### config.mk
export PLATFORM = sky130hd
export DESIGN_NAME = uart_in_block_flat
export DESIGN_NICKNAME = d
export VERILOG_FILES = /design/src/rtl/uart_in_block_if.sv /design/src/rtl/uart_in_block.sv /design/src/flat_wrapper.sv
export SDC_FILE = /design/constraint.sdc
export NUM_CORES = 1
export LEC_CHECK = 0
export CORE_UTILIZATION = 54
export CTS_BUF_LIST = sky130_fd_sc_hd__clkbuf_8
export DETAILED_ROUTE_END_ITERATION = 8
export PLACE_DENSITY = 0.86
export SYNTH_ARGS = -nofsm -noshare
export SYNTH_HDL_FRONTEND = slang
export SYNTH_SLANG_ARGS = --single-unit
### constraint.sdc
create_clock -name clk -period 2.65 [get_ports clk]
set_clock_uncertainty 0.2 [all_clocks]
set_input_delay 0.53 -clock clk [delete_from_list [all_inputs] [get_ports clk]]
set_output_delay 0.53 -clock clk [all_outputs]
set_load 0.02 [all_outputs]
### src/rtl/uart_in_block_if.sv
// CPU/memory-side bundle of the IN block: request handshake, serial input
// and the memory write port.
interface uart_in_block_if;
  logic        start;
  logic [11:0] addressin;
  logic        rx;
  logic [29:0] out;
  logic [11:0] addressout;
  logic        write;
  logic        stop;
  logic        done;
  logic        busy;
  logic        framing_err;

  modport master (
    output start, addressin, rx,
    input  out, addressout, write, stop, done, busy, framing_err
  );

  modport slave (
    input  start, addressin, rx,
    output out, addressout, write, stop, done, busy, framing_err
  );
endinterface

### src/rtl/uart_in_block.sv
// IN device: 8N1 receiver feeding a 5x6-bit word packer that writes
// BLOCK_WORDS words per request, with one queued follow-on request.
module uart_in_block #(
  parameter int CLKS_PER_BIT = 217,
  parameter int BLOCK_WORDS  = 10
) (
  input logic           clk,
  input logic           reset,
  uart_in_block_if.slave bus
);

  localparam int CW = $clog2(CLKS_PER_BIT);
  localparam logic [CW-1:0] FULL_BIT = CW'(CLKS_PER_BIT - 1);
  localparam logic [CW-1:0] HALF_BIT = CW'(CLKS_PER_BIT / 2 - 1);

  typedef enum logic [1:0] {RX_IDLE, RX_START, RX_DATA, RX_STOP} rx_state_t;

  rx_state_t   rx_state_q;
  logic        rx_meta_q, rx_sync_q, rx_prev_q;
  logic [CW-1:0] baud_cnt_q;
  logic [2:0]  bit_idx_q;
  logic [7:0]  shift_q;
  logic        byte_valid_q;
  logic [5:0]  mix_q;
  logic        framing_err_q;

  logic        busy_q, write_q, stop_q, done_q, pending_q;
  logic [2:0]  byte_idx_q;
  logic [3:0]  word_cnt_q;
  logic [11:0] addr_q, next_addr_q;
  logic [29:0] word_q, out_q;
  logic [29:0] word_d;
  logic        block_end_d, start_idle_d;

  always_ff @(posedge clk) begin
    if (reset) begin
      rx_meta_q     <= 1'b1;
      rx_sync_q     <= 1'b1;
      rx_prev_q     <= 1'b1;
      rx_state_q    <= RX_IDLE;
      baud_cnt_q    <= '0;
      bit_idx_q     <= '0;
      shift_q       <= '0;
      byte_valid_q  <= 1'b0;
      mix_q         <= '0;
      framing_err_q <= 1'b0;
    end else begin
      rx_meta_q     <= bus.rx;
      rx_sync_q     <= rx_meta_q;
      rx_prev_q     <= rx_sync_q;
      byte_valid_q  <= 1'b0;
      framing_err_q <= 1'b0;
      case (rx_state_q)
        RX_IDLE: begin
          if (rx_prev_q && !rx_sync_q) begin
            rx_state_q <= RX_START;
            baud_cnt_q <= '0;
          end
        end
        RX_START: begin
          if (baud_cnt_q == HALF_BIT) begin
            baud_cnt_q <= '0;
            bit_idx_q  <= '0;
            // a high level at mid start bit was only a glitch
            rx_state_q <= rx_sync_q ? RX_IDLE : RX_DATA;
          end else begin
            baud_cnt_q <= baud_cnt_q + 1'b1;
          end
        end
        RX_DATA: begin
          if (baud_cnt_q == FULL_BIT) begin
            baud_cnt_q <= '0;
            shift_q    <= {rx_sync_q, shift_q[7:1]};
            if (bit_idx_q == 3'd7) rx_state_q <= RX_STOP;
            else                   bit_idx_q  <= bit_idx_q + 1'b1;
          end else begin
            baud_cnt_q <= baud_cnt_q + 1'b1;
          end
        end
        RX_STOP: begin
          if (baud_cnt_q == FULL_BIT) begin
            baud_cnt_q <= '0;
            rx_state_q <= RX_IDLE;
            if (rx_sync_q) begin
              byte_valid_q <= 1'b1;
              mix_q        <= shift_q[5:0];
            end else begin
              framing_err_q <= 1'b1;
            end
          end else begin
            baud_cnt_q <= baud_cnt_q + 1'b1;
          end
        end
        default: rx_state_q <= RX_IDLE;
      endcase
    end
  end

  // Byte 0 lands in the top field, byte 4 in the bottom one.
  for (genvar gi = 0; gi < 5; gi++) begin : g_field
    assign word_d[29-6*gi -: 6] = (byte_idx_q == 3'(gi)) ? mix_q : word_q[29-6*gi -: 6];
  end

  assign block_end_d  = write_q && ((word_cnt_q + 4'd1) == 4'(BLOCK_WORDS));
  // an idle start also covers a start landing on a block end with nothing queued
  assign start_idle_d = bus.start && (!busy_q || (block_end_d && !pending_q));

  always_ff @(posedge clk) begin
    if (reset) begin
      busy_q      <= 1'b0;
      write_q     <= 1'b0;
      stop_q      <= 1'b0;
      done_q      <= 1'b0;
      pending_q   <= 1'b0;
      byte_idx_q  <= '0;
      word_cnt_q  <= '0;
      addr_q      <= '0;
      next_addr_q <= '0;
      word_q      <= '0;
      out_q       <= '0;
    end else begin
      write_q <= 1'b0;
      stop_q  <= 1'b0;
      done_q  <= 1'b0;

      if (busy_q && byte_valid_q) begin
        word_q <= word_d;
        if (byte_idx_q == 3'd4) begin
          write_q    <= 1'b1;
          out_q      <= word_d;
          byte_idx_q <= '0;
        end else begin
          byte_idx_q <= byte_idx_q + 1'b1;
        end
      end

      if (write_q) begin
        addr_q     <= addr_q + 12'd1;
        word_cnt_q <= word_cnt_q + 4'd1;
        if (block_end_d) begin
          done_q <= 1'b1;
          if (pending_q) begin
            stop_q     <= 1'b1;
            addr_q     <= next_addr_q;
            word_cnt_q <= '0;
            byte_idx_q <= '0;
            pending_q  <= 1'b0;
          end else if (!bus.start) begin
            busy_q <= 1'b0;
          end
        end
      end

      if (bus.start) begin
        if (start_idle_d) begin
          busy_q     <= 1'b1;
          stop_q     <= 1'b1;
          addr_q     <= bus.addressin;
          word_cnt_q <= '0;
          byte_idx_q <= '0;
        end else begin
          next_addr_q <= bus.addressin;
          pending_q   <= 1'b1;
        end
      end
    end
  end

  assign bus.out         = out_q;
  assign bus.addressout  = addr_q;
  assign bus.write       = write_q;
  assign bus.stop        = stop_q;
  assign bus.done        = done_q;
  assign bus.busy        = busy_q;
  assign bus.framing_err = framing_err_q;

endmodule

### src/flat_wrapper.sv
// flat-port wrapper written by rule: the top's interface ports become plain ports
module uart_in_block_flat 
#(
  parameter int CLKS_PER_BIT = 217,
  parameter int BLOCK_WORDS  = 10
)
  (clk, reset, bus_start, bus_addressin, bus_rx, bus_out, bus_addressout, bus_write, bus_stop, bus_done, bus_busy, bus_framing_err);
  uart_in_block_if bus_i ();
  input logic clk;
  input logic reset;
  input wire logic [$bits(bus_i.start)-1:0] bus_start;
  input wire logic [$bits(bus_i.addressin)-1:0] bus_addressin;
  input wire logic [$bits(bus_i.rx)-1:0] bus_rx;
  output wire logic [$bits(bus_i.out)-1:0] bus_out;
  output wire logic [$bits(bus_i.addressout)-1:0] bus_addressout;
  output wire logic [$bits(bus_i.write)-1:0] bus_write;
  output wire logic [$bits(bus_i.stop)-1:0] bus_stop;
  output wire logic [$bits(bus_i.done)-1:0] bus_done;
  output wire logic [$bits(bus_i.busy)-1:0] bus_busy;
  output wire logic [$bits(bus_i.framing_err)-1:0] bus_framing_err;
  assign bus_i.start = bus_start;
  assign bus_i.addressin = bus_addressin;
  assign bus_i.rx = bus_rx;
  assign bus_out = bus_i.out;
  assign bus_addressout = bus_i.addressout;
  assign bus_write = bus_i.write;
  assign bus_stop = bus_i.stop;
  assign bus_done = bus_i.done;
  assign bus_busy = bus_i.busy;
  assign bus_framing_err = bus_i.framing_err;
  uart_in_block #(.CLKS_PER_BIT(CLKS_PER_BIT), .BLOCK_WORDS(BLOCK_WORDS)) u_core (.clk(clk), .reset(reset), .bus(bus_i));
endmodule
### Word level (Yosys, flattened, before mapping)

Cells that the tools add are included.

| word-level totals | value |
|---|---|
| memories | 0 |
| output and inout port bits | 47 |
| memory bits (read-only) | 0 |
| input port bits | 16 |
| register bits | 128 |
| bits in latches | 0 |
| memory bits (writable) | 0 |

| cells by class | value |
|---|---|
| add/sub/neg operators | 5 |
| $lt $le $gt $ge | 0 |
| multiplexer cells | 56 |
| reduce and logical (&&, ||, !) cells | 22 |
| shift-type cells | 0 |
| multiply operators | 0 |
| divide/modulo/power cells | 0 |
| equality and inequality tests | 17 |
| bitwise operators | 5 |

Operator list:

| operator | count |
|---|---|
| two-way mux 12 bit | 5 |
| two-way mux 3 bit | 10 |
| two-way mux 6 bit | 5 |
| two-way mux 8 bit | 3 |
| one-hot mux 8 bit (3 select lines) | 1 |
| two-way mux 4 bit | 5 |
| two-way mux 1 bit | 19 |
| adder 12 x 1 -> 12 bit, second input constant | 1 |
| two-way mux 2 bit | 6 |
| inequality test 2 x 1 -> 1 bit, second input constant | 5 |
| adder 8 x 1 -> 8 bit, second input constant | 1 |
| == test 8 x 7 -> 1 bit, second input constant | 1 |
| == test 8 bit, second input constant | 1 |
| one-hot mux 2 bit (4 select lines) | 1 |
| adder 3 x 1 -> 3 bit, second input constant | 2 |
| == test 3 x 2 -> 1 bit, second input constant | 2 |
| == test 3 bit, second input constant | 2 |
| one-hot mux 3 bit (2 select lines) | 1 |
| AND reduction 2 bit | 3 |
| OR reduction 2 bit | 3 |
| logical AND 1 bit | 5 |
| NOT 1 bit | 5 |
| AND reduction 5 bit | 1 |
| adder 4 x 1 -> 4 bit, second input constant | 1 |
| other kinds (13) | 16 |

### Longest topological paths before layout

| depth | value |
|---|---|
| word-level depth | 8 |
| mapped depth | 9 |
| mapped depth without buffers | 7 |

### Least setup slack after synthesis

OpenSTA, ideal clock, no wires.

| timing | value |
|---|---|
| kind | reg-to-reg |
| from | register u_core.addr_q[2], in the netlist u_core.bus.addressout[2] |
| to | register u_core.addr_q[11], in the netlist u_core.bus.addressout[11] |
| period minus slack after synthesis | 2135 ps |
| path buffers | 0 |
| path slack | 515 ps |
| cell stages (with the launch flop) | 6 |
| arrival | 1847 ps |
| required time | 2362 ps |
| setup time | 88 ps |
| cells stage by stage | dfxtp_1 > nand4_2 > or4_4 > a2111oi_4 > a31oi_1 > a311oi_2 |

| on the way | value |
|---|---|
| cells in the longest elaborated chain, start to end | 6 |

RTL lines:

| what | line | text |
|---|---|---|
| start, declared | uart_in_block.sv:30 | `logic [11:0] addr_q, next_addr_q;` |
| start signal, assigned | uart_in_block.sv:138 | `addr_q <= addr_q + 12'd1;` |
| start signal, assigned | uart_in_block.sv:144 | `addr_q <= next_addr_q;` |
| start signal, assigned | uart_in_block.sv:158 | `addr_q <= bus.addressin;` |
| adder 12 x 1 -> 12 bit (*) | uart_in_block.sv:138 |  |
| two-way mux 12 bit | uart_in_block.sv:142 | `if (pending_q) begin` |
| two-way mux 12 bit (*) | uart_in_block.sv:140 | `if (block_end_d) begin` |
| two-way mux 12 bit (*) | uart_in_block.sv:137 | `if (write_q) begin` |
| two-way mux 12 bit | uart_in_block.sv:155 | `if (start_idle_d) begin` |
| two-way mux 12 bit (*) | uart_in_block.sv:154 | `if (bus.start) begin` |

Every way passes the cells marked *; elsewhere a longest branch is shown, timed or not.
A chain may end at the register's enable or synchronous reset.

### Worst setup path after layout

| timing | value |
|---|---|
| from | register u_core.write_q, in the netlist u_core.bus.write |
| to | output bus_write |

RTL lines:

| what | line | text |
|---|---|---|
| start, declared | uart_in_block.sv:27 | `logic busy_q, write_q, stop_q, done_q, pending_q;` |
| start signal, assigned | uart_in_block.sv:111 | `write_q <= 1'b0;` |
| start signal, assigned | uart_in_block.sv:122 | `write_q <= 1'b0;` |
| start signal, assigned | uart_in_block.sv:129 | `write_q <= 1'b1;` |
| end, declared | flat_wrapper.sv:16 | `output wire logic [$bits(bus_i.write)-1:0] bus_write;` |

No word-level cell between the ends.

==> results.py <==
metrics = {
    "clock_network": {
        "postCtsHoldBufs": 0,
        "clk_pin_slew_ps": 80,
        "clk_latency_ps": 430,
        "htreeDepth": 4,
        "postCtsSetupRepairBufs": 0,
        "cts_tree": "yes",
        "cts_buffer_depth": 2,
        "cts_resized": 0,
        "cts_root_buffer": "clkbuf_8",
        "clkSinkCount": 122,
        "cts_made_buffers": 17,
    },
    "synth": {
        "ys.flop_type": "dfxtp_1",
        "seq_area_frac_synth_pct": 46.2,
        "synth_top_family_by_area": "simple AND/OR/NAND/NOR gates",
        "synthAdderAreaFrac_pct": 2.84,
        "ys_async_sr_fraction_pct": 0,
        "syn-instance-count": 611,
        "synth-compound-area-share_pct": 15.4,
        "synth_top_area_share_pct": 46.2,
        "synth.top_cells.by_area": "dfxtp_1 (46%), mux2i_1 (8.0%), nand2_1 (7.2%)",
        "yosys_warnings": 0,
        "yosys-top-cells-count": "dfxtp_1 (122), nand2_1 (101), nor2_1 (62)",
        "syn-cell-area_mm2": 0.00529,
        "muxShareOfSynthArea_pct": 7.95,
        "ys_ff_latch": 122,
        "yosys.area_share.xor_xnor_pct": 1.44,
        "synth_top_area_cell": "dfxtp_1",
        "avgSynthCellArea_um2": 8.65,
        "syn_nets": 639,
        "synthSimpleGateAreaFrac_pct": 22.1,
        "yosysMostFrequentCell": "dfxtp_1",
        "synth_cell_type_count": 59,
        "synth_edf_count": 0,
    },
    "global_routing": {
        "grt_overflow": 0,
        "grt_pass1_vias": 4483,
        "track_usage_pct": 25.4,
        "antenna_found_initial": 0,
        "grt_pass1_wl_um": 20500,
        "grt_max_degree": 52,
    },
    "die": {
        "die-area_mm2": 0.0102,
        "initial_core_util_pct": 56.4,
        "ioPinCount": 63,
        "core_mm2": 0.00937,
        "rows": 35,
        "die_w_um": 101,
        "die_y_um": 101,
    },
    "final_layout": {
        "final_area_mm2": 0.00640,
        "fillers": 752,
        "finalNonFillerCells": 810,
        "diodes": 0,
        "syn_to_final_growth_pct": 21.2,
        "nets": 696,
        "drive_above_1_share_pct": 9.10,
    },
    "timing": {
        "rsz0062_at_grt": "false",
        "period_needed_ps": 2530,
        "hold_viol": 0,
        "slew_headroom_pct": 64.6,
        "setup_viol": 0,
        "final.period_utilization_pct": 95.3,
        "slew_viol_final": 0,
        "holdWs_ps": 213,
        "fmax_ghz": 0.396,
        "worst_pin_slew_ps": 528,
        "setup-tns-final_ps": 0,
    },
    "critical_path": {
        "critPathLaunchType": "register",
        "path_class": "register to output port",
        "ff2ff_setup_slack_ps": 260,
        "cp_max_fo": 15,
        "cp.arrival_ps": 1800,
        "slowest_delay_ps": 710,
        "crit_chain": "clkdlybuf4s50_1",
        "path_delay_family": "buffers and inverters",
        "cp-end-kind": "output port",
        "cp_num_buf_inv": 1,
        "cp_data_required_time_ps": 1920,
        "crit_path_top_delay_cell": "clkdlybuf4s50_1",
    },
    "power": {
        "powerDensity_mw_per_mm2": 579,
        "p_switching_mw": 1.04,
        "sw_frac_of_total_pct": 28.0,
        "total_leakage_power_nw": 2.29,
        "power_frac_clock_pct": 42.1,
        "p_int_mw": 2.67,
        "pwr-share-seq_pct": 51.6,
        "ir_drop_mv": 0.415,
        "comb_power_share_pct": 6.3,
    },
    "flow_run": {
        "max_cap_violations": 0,
    },
    "drt": {
        "dr.pass1.iters": 6,
        "totalWireLength_um": 11900,
        "via_per_inst": 5.66,
        "drtIter0Drc": 363,
        "vias": 4587,
        "ant_nets": 0,
        "drc": 0,
        "wire_per_inst_um": 14.7,
    },
    "place": {
        "dp_cells": 778,
        "io_buffers": 62,
        "hpwl_um": 8020,
        "dpl_cell_area_mm2": 0.00603,
        "gp_congestion": 0.905,
    },
    "status": {
        "status": "finished, final reports clean",
    },
    "hold_path": {
        "min_path_type": "register to register",
    },
}
state kept, by name (all words and copies together), names as in the netlist, 3 cells and up, named ones only:
signal	cells
u_core.word_cnt_q	4
u_core.byte_idx_q	3
u_core.bus.out	30
u_core.bit_idx_q	3
u_core.baud_cnt_q	8
u_core.shift_q	8
u_core.next_addr_q	12
u_core.word_q	24
u_core.mix_q	6
u_core.bus.addressout	12
kinds of logic (layout without fill, tap and decap cells):
kind of cell,Yosys count,in the layout
xor gates and xnor gates,7,7
muxes,42,42
buffers and inverters,53,123
DFF,122,122
adders and majority gates,12,12
and+or+nand+nor,254,254
AOI/OAI and AO/OA,121,121
power groups by stage:
stage / Combinational [mW] / Clock (mW) / Sequential, mW
floorplan: 0.123 / 0 / 1.96
global placement: 0.226 / 0 / 1.95
finish: 0.234 / 1.56 / 1.91
global route: 0.252 / 1.67 / 1.92
CTS: 0.233 / 1.59 / 1.91
detailed placement: 0.232 / 0 / 1.95
per-stage QoR:
stage	power [mW]	utilization [%]	setup WS, ps
final	3.71	68.3	124
after global routing	3.84	68.3	32.2
after CTS	3.73	68.3	121
after detailed placement	2.18	64.3	302
after global placement	2.18	64.3	367
after floorplan	2.08	-	515
path summary, 6_finish.rpt:
| check | startpoint | endpoint | cells after the start |
|---|---|---|---|
| setup / recovery | u_core.bus.write | bus_write | 1 |
| hold / removal | u_core.rx_meta_q | u_core.rx_sync_q | 1 |
| setup reg to reg | u_core.word_cnt_q[0] | u_core.bus.addressout[4] | 6 |
| hold reg to reg | u_core.rx_meta_q | u_core.rx_sync_q | 1 |
metal layers:
metal,GRT usage (%),vias up,part of all wire [%]
met5,0,-,0
met4,10.1,0,2.0
met2,43.8,146,50
li1,-,2266,-
met1,30.1,2147,43
met3,6.73,28,5.0
cell usage in the layout, fill, tap and decap left out, drive strengths merged, types with 9 or more instances in the layout:
cell type,instances
a211oi,9
a21oi,52
a311oi,9
a31oi,9
buf,16
clkbuf,17
clkdlybuf4s50,61
dfxtp,122
ha,12
inv,25
mux2i,42
nand2,101
nand3,34
nor2,62
o21ai,12
cell type report:
type                            count  area [um2]  share of cell area [%]
Multi-Input combinational cell    436        2630                    41.1
Tap cell                          129         161                    2.52
Clock inverter                     15         140                    2.19
Inverter                           14        52.6                   0.821
Clock buffer                       17         234                    3.65
Sequential cell                   122        2440                    38.1
Timing Repair Buffer               77         743                    11.6
(Power assumes the default switching activity.)
